--- src/rtl/deck_dealer.sv ---
// deck_dealer: builds an identity deck, Fisher-Yates shuffles it with an LFSR, then deals one card per request.
module deck_dealer #(
    parameter int DECK_SIZE = 52,
    parameter int ADDR_W = 6,
    parameter int SEED_W = 12,
    parameter logic [SEED_W-1:0] TAPS = SEED_W'(12'h829)
) (
    input  logic              clk,
    input  logic              rst,
    input  logic [SEED_W-1:0] seed,
    input  logic              shuffle,
    input  logic              deal_req,
    output logic [ADDR_W-1:0] card,
    output logic              card_valid,
    output logic              deal_err,
    output logic              busy,
    output logic              ready,
    output logic              empty,
    output logic [ADDR_W:0]   remaining
);
    localparam logic [1:0] S_IDLE = 2'd0;
    localparam logic [1:0] S_INIT = 2'd1;
    localparam logic [1:0] S_SHUF = 2'd2;
    localparam logic [1:0] S_READY = 2'd3;
    localparam int MW = SEED_W > ADDR_W ? SEED_W : ADDR_W + 1;
    localparam logic [ADDR_W-1:0] LAST = ADDR_W'(DECK_SIZE - 1);
    localparam logic [ADDR_W:0] FULL = (ADDR_W + 1)'(DECK_SIZE);

    logic [1:0]        state;
    logic [SEED_W-1:0] lfsr;
    logic [SEED_W-1:0] lfsr_next;
    logic [ADDR_W-1:0] i;
    logic [ADDR_W-1:0] j;
    logic [ADDR_W:0]   ptr;
    logic [ADDR_W-1:0] perm [DECK_SIZE];
    logic              take_shuffle;
    logic              can_deal;

    assign lfsr_next = {lfsr[SEED_W-2:0], ^(lfsr & TAPS)};
    // MW is wide enough for both the LFSR value and the divisor i+1 up to DECK_SIZE
    assign j = ADDR_W'(MW'(lfsr) % (MW'(i) + MW'(1)));
    assign take_shuffle = shuffle && (state == S_IDLE || state == S_READY);
    assign can_deal = state == S_READY && ptr != FULL;
    assign busy = state == S_INIT || state == S_SHUF;
    assign ready = state == S_READY;
    assign empty = ready && ptr == FULL;
    assign remaining = ready ? FULL - ptr : '0;

    always_ff @(posedge clk) begin
        if (rst) begin
            state <= S_IDLE;
            lfsr <= SEED_W'(1);
            i <= '0;
            ptr <= '0;
            card <= '0;
            card_valid <= 1'b0;
            deal_err <= 1'b0;
        end else begin
            card_valid <= 1'b0;
            deal_err <= 1'b0;
            if (take_shuffle) begin
                lfsr <= (seed == '0) ? SEED_W'(1) : seed;
                i <= '0;
                state <= S_INIT;
            end else begin
                if (deal_req) begin
                    if (can_deal) begin
                        card <= perm[ptr[ADDR_W-1:0]];
                        card_valid <= 1'b1;
                        ptr <= ptr + (ADDR_W + 1)'(1);
                    end else begin
                        deal_err <= 1'b1;
                    end
                end
                if (state == S_INIT) begin
                    if (i == LAST) state <= S_SHUF;
                    else i <= i + ADDR_W'(1);
                end
                if (state == S_SHUF) begin
                    lfsr <= lfsr_next;
                    i <= i - ADDR_W'(1);
                    if (i == ADDR_W'(1)) begin
                        state <= S_READY;
                        ptr <= '0;
                    end
                end
            end
        end
    end

    // deck storage has no reset; only a completed INIT gives it meaning
    always_ff @(posedge clk) begin
        if (state == S_INIT) begin
            perm[i] <= i;
        end else if (state == S_SHUF) begin
            perm[i] <= perm[j];
            perm[j] <= perm[i];
        end
    end
endmodule

--- config.mk ---
export PLATFORM = sky130hd
export DESIGN_NAME = deck_dealer
export DESIGN_NICKNAME = d
export VERILOG_FILES = /design/src/rtl/deck_dealer.sv
export SDC_FILE = /design/constraint.sdc
export NUM_CORES = 1
export LEC_CHECK = 0
export CAP_MARGIN = 10
export CORE_UTILIZATION = 41
export DETAILED_ROUTE_END_ITERATION = 7
export RECOVER_POWER = 50
export SLEW_MARGIN = 40
export SYNTH_ARGS = -nofsm -noshare
export SYNTH_HDL_FRONTEND = slang
export SYNTH_SLANG_ARGS = --single-unit
--- constraint.sdc ---
create_clock -name clk -period 45.7 [get_ports clk]
set_input_delay 4.57 -clock clk [delete_from_list [all_inputs] [get_ports clk]]
set_output_delay 4.57 -clock clk [all_outputs]
set_load 0.02 [all_outputs]
==> results of run 1 <==
cell type report:
class / count / area, um2
antenna: 3 / 7.507
clock buffer: 43 / 1033
clock inverter: 24 / 182.7
fill: 5842 / 35770
inverter: 34 / 127.6
multi-input combinational: 1622 / 15660
sequential: 353 / 10210
tap: 855 / 1070
timing repair buffer: 105 / 877.1
stage by stage:
stage                     cells  setup WS [ps]  cell area, um2  util (%)
final                      3039          13610           29160     44.91
after global routing       3036          11380           29150     44.90
after CTS                  3035          18820           29400     45.27
after detailed placement   2968          18880           28180     43.40
after global placement     2959          18720           27980     43.09
after floorplan            2235          23690           27110         -
cells in the mapped netlist, drive strengths merged, types with 40 or more instances:
library cell,count,area [um2]
o21ai,91,459.2
mux4,198,4459
o21bai,40,300.3
a21oi,60,322.8
a22o,81,709.4
nor2,102,390.4
buf,83,570.6
mux2i,356,3563
edfxtp,312,9369
a22oi,45,342.8
ha,74,925.9
clkbuf,143,536.8
nand2,96,367.8
dfxtp,41,820.8
cell families (layout without fill, tap and decap cells):
kind of cell               count (synthesis)  after routing  share of synthesized area (%)
other                                      0              3                              0
xor gates and xnor gates                  53             53                          1.712
muxes                                    589            589                          31.08
DFF                                      353            353                          37.59
and+or+nand+nor                          416            416                          7.939
buffers and inverters                    260            206                          4.556
adders and majority gates                 75             75                          3.489
AOI/OAI and AO/OA                        489            489                          13.64
worst max-delay path, delay by kind of cell, from the launching register on:
family,cells,cell delay (ps)
AO/OA/AOI/OAI,59,18340
AND/OR/NAND/NOR,26,5540
adder cells (fa/ha/maj),12,4110
buffers and inverters,4,1990
multiplexers,3,980
flip-flops,1,690
sequential cells by signal, indices dropped and copies added, names as in the netlist, named ones only:
signal      flops
lfsr           12
card            6
ptr             7
perm          312
i               6
card_valid      1
state           2
deal_err        1
routing by layer:
metal  vias to the layer above  GRT usage (%)  wire length, um
li1                       8767              -                -
met1                     10700          37.88            37430
met2                      1544          43.30            43350
met3                       316          9.012            12670
met4                         8          13.71             4687
met5                         -              0               45
worst paths after layout:
kind,cells past startpoint,end,start
worst max-delay path,104,perm[8][4]$_DFFE_PP_,i[1]$_SDFFE_PP0P_
worst min-delay path,2,card[3]$_SDFFE_PP0P_,card[3]$_SDFFE_PP0P_
worst max register to register,104,perm[8][4]$_DFFE_PP_,i[1]$_SDFFE_PP0P_
worst min register to register,2,card[3]$_SDFFE_PP0P_,card[3]$_SDFFE_PP0P_
==> results.yml, run 1 <==
worst_setup_path:
  critPathArrivalTime_ps: 32340
  r2r_setup_slack_ps: 13610
  worstSetupEndpointType: "register"
  cp_max_fo: 52
  slowest_delay_ps: 1220
  slowest_stage: "a211oi_1"
  startpoint_type: "register"
  criticalPathCategory: "register to register"
  crit_top_cell: "a21oi_1"
  critPathRequiredTime_ps: 45950
cts:
  cts_tree: "built"
  clock_latency_ps: 580
  path_clk_slew_ps: 60
  clock_path_buffers: 3
  postCtsSetupBuffers: 0
  cts_resized: 0
  h-tree-depth: 2
  cts_made_buffers: 40
  clock_sinks: 353
  hold_buffers: 0
  cts_root_buf: "clkbuf_16"
sta:
  setup_viol: 0
  period_minus_slack_ps: 32090
  fmax_ghz: 0.03116
  finalCritPeriodShare_pct: 70.22
  rsz0062_at_grt: "false"
  slew-limit-headroom_pct: -103.4
  final-hold-violation-count: 0
  maxSlewViolCount: 305
  holdWs_ps: 515.0
  worst_pin_slew_ps: 3051
  tns_ps: 0
  fin_worst_skew_ps: 19.12
job:
  drv_cap: 13
finish:
  mostFrequentLayoutCells: "mux2i_1, edfxtp_1, mux4_2"
  layout-area-overhead-vs-synth_pct: 7.574
  finalNetCount: 2247
  final_common_cell: "mux2i_1"
  drive_gt1_share_pct: 17.84
die:
  die_h_um: 259.1
  core_um2: 64930
  die_area_um2: 67150
  num_rows: 93
  start_util_pct: 41.75
  io_pins: 34
  die_w_um: 259.1
detailed_routing:
  vias: 21330
  initialDrtViolationCount: 2941
  avgRoutedWirePerCell_um: 32.31
  viasPerCell: 7.019
  drt_wl_total_um: 98180
  antenna_left: 0
  first_pass_iters: 6
  drc_errors: 0
place:
  place_hpwl_um: 67030
  place.gp.congestion: 0.9462
  portBuffers: 33
synthesis:
  syn_area_um2: 27110
  yosysUniqueCellTypes: 95
  ys_dominant_reg_cell: "edfxtp_1"
  synth-seq-area-share_pct: 37.59
  ys_seq_elements: 353
  synth-edff-count: 312
  avgSynthCellArea_um2: 12.13
  syn-instance-count: 2235
  yosysWarnings: 0
  syn-num-nets: 2326
  async_reset_ff_share_pct: 0
grt:
  grt_max_degree: 56
  grt_pass1_vias: 20750
  grt-ovfl-total: 0
  antenna_found_initial: 8
  grt_pass1_wl_um: 142000
  grt_usage_pct: 28.87
outcome:
  violations: "max-capacitance violations, max-slew violations"
  status: "finished with violations"
worst_hold_path:
  hp-class: "register to register"
Power of run 1 is left out: the tool's default activity adds up to more than one toggle a clock period on the data nets, which glitch-free logic cannot reach.
==> inputs of run 2 (changes only) <==
==> constraint.sdc (replaced) <==
create_clock -name clk -period 33.4 [get_ports clk]
set_input_delay 3.34 -clock clk [delete_from_list [all_inputs] [get_ports clk]]
set_output_delay 3.34 -clock clk [all_outputs]
set_load 0.02 [all_outputs]
==> run 2 against run 1 <==
The run still ends with max-capacitance violations, max-slew violations left; first-iteration DRC count is 11% higher; wire length is 0.70% lower; global-route usage hardly changed; clock skew rose by 5.0 ps; setup slack lost 9500 ps; flip-flop and latch count unchanged; critical endpoint is now perm[25][5]$_DFFE_PP_.
==> results.yml, run 2 (same netlist as run 1, synthesis figures left out) <==
die:
  core_um2: 64930
  die_h_um: 259.1
  die_area_um2: 67150
  start_util_pct: 41.75
  io_pins: 34
  die_w_um: 259.1
  num_rows: 93
sta:
  tns_ps: 0
  finalCritPeriodShare_pct: 87.62
  slew-limit-headroom_pct: -100.4
  rsz0062_at_grt: "false"
  period_minus_slack_ps: 29270
  worst_pin_slew_ps: 3002
  fin_worst_skew_ps: 24.12
  setup_viol: 0
  fmax_ghz: 0.03417
  final-hold-violation-count: 0
  maxSlewViolCount: 83
  layout_setup_ws_ps: 4135
detailed_routing:
  drc_errors: 0
  met3WireLength_um: 13260
  met2RoutedLength_um: 42750
  viasPerCell: 7.011
  first_pass_iters: 8
  antenna_left: 0
  vias: 21380
  initialDrtViolationCount: 3269
  drt_wl_total_um: 97500
  avgRoutedWirePerCell_um: 31.97
  wl_met1_um: 36580
  top_layer_used: "met5"
cts:
  cts_resized: 0
  postCtsSetupBuffers: 0
  cts_tree: "built"
  clock_path_buffers: 3
  cts_root_buf: "clkbuf_16"
  clock_sinks: 353
  h-tree-depth: 2
  hold_buffers: 0
  cts_made_buffers: 41
  clock_latency_ps: 590
  path_clk_slew_ps: 60
place:
  portBuffers: 33
  dpl_cell_area_um2: 28200
  dp_slack_ps: 6403
  place_hpwl_um: 66600
  place.gp.congestion: 0.9294
  dpl.cell_count: 2970
grt:
  grt_usage_pct: 28.83
  grt_pass1_vias: 20620
  grt_pass1_wl_um: 141900
  antenna_found_initial: 5
  grt-ovfl-total: 0
  grt_max_degree: 56
outcome:
  status: "finished with violations"
  violations: "max-capacitance violations, max-slew violations"
finish:
  largest_reg_flops: 312
  fill_cells: 5869
  finalNetCount: 2251
  top_regs: "perm: 312 flops, lfsr: 12 flops, ptr: 7 flops"
  drive_gt1_share_pct: 19.26
  final_common_cell: "mux2i_1"
  final_cell_area_um2: 29350
  largest-register: "perm"
  layout-area-overhead-vs-synth_pct: 8.266
  fin_cells: 3050
  mostFrequentLayoutCells: "mux2i_1, edfxtp_1, mux4_2"
job:
  drv_cap: 3
worst_setup_path:
  r2r_start: "i[1]$_SDFFE_PP0P_"
  slowest_stage: "a221oi_1"
  slowest_delay_ps: 1230
  rr_endpoint: "perm[25][5]$_DFFE_PP_"
  worstSetupEndpointType: "register"
  crit_top_cell: "a21oi_1"
  r2r_setup_slack_ps: 4130
  critPathArrivalTime_ps: 29570
  criticalPathCategory: "register to register"
  reg2reg_depth: 104
  startpoint_type: "register"
  critPathRequiredTime_ps: 33700
  cp_max_fo: 35
worst_hold_path:
  hp-class: "register to register"
  holdPathStages: 2
  min_to: "card[5]$_SDFFE_PP0P_"
  hold_start: "card[5]$_SDFFE_PP0P_"
## run 2: cell types whose count changed in the layout (fill, tap and decap cells not counted), moves of 3 or more
cell	change
buf_4	+12
clkinv_1	-11
a21oi_1	-3
a21oi_2	+3
clkinv_2	+3
clkinvlp_4	+3
## run 2: per-layer routing
layer	global-route usage (%)	vias up
met5	0	-
met2	42.95	1593
met4	14.05	4
li1	-	8784
met3	9.598	331
met1	37.58	10670
## run 2: worst max path at each step
| stage | start | end | slack (ps) | cells after the start |
|---|---|---|---|---|
| 6_report | i[1]$_SDFFE_PP0P_ | perm[25][5]$_DFFE_PP_ | 4130 | 104 |
| 4_1_cts | i[1]$_SDFFE_PP0P_ | perm[25][5]$_DFFE_PP_ | 6270 | 104 |
| 3_3_place_gp | i[1]$_SDFFE_PP0P_ | perm[43][1]$_DFFE_PP_ | 6650 | 104 |
| 3_5_place_dp | i[1]$_SDFFE_PP0P_ | perm[18][5]$_DFFE_PP_ | 6400 | 104 |
| 2_1_floorplan | i[0]$_SDFFE_PP0P_ | perm[8][0]$_DFFE_PP_ | 11390 | 111 |
| 5_1_grt | i[1]$_SDFFE_PP0P_ | perm[15][5]$_DFFE_PP_ | 1960 | 104 |
## run 2: metrics by stage
stage                     utilization (%)  hold WS (ps)
after CTS                           45.37         511.0
after global placement              43.11         479.4
after floorplan                         -         504.1
final                               45.20         510.0
after detailed placement            43.43         496.6
after global routing                45.19         539.9
## run 2: final cells by class
type | instances | area, um2 | area share [%]
timing repair buffer | 108 | 914.6 | 3.116
antenna | 4 | 10.01 | 0.03410
tap | 855 | 1070 | 3.645
clock buffer | 54 | 1117 | 3.807
inverter | 34 | 127.6 | 0.4348
multi-input combinational | 1622 | 15760 | 53.70
clock inverter | 20 | 145.1 | 0.4945
sequential | 353 | 10200 | 34.77
## run 2: worst max-delay path, delay by kind of cell, from the launching register on
family / cells / cell delay (ps)
AOI/OAI and AO/OA: 59 / 16800
adders and majority gates: 12 / 3920
buffers and inverters: 4 / 1160
DFF: 1 / 700
muxes: 3 / 910
and+or+nand+nor: 26 / 5330
Power of run 2 is left out for the same reason.
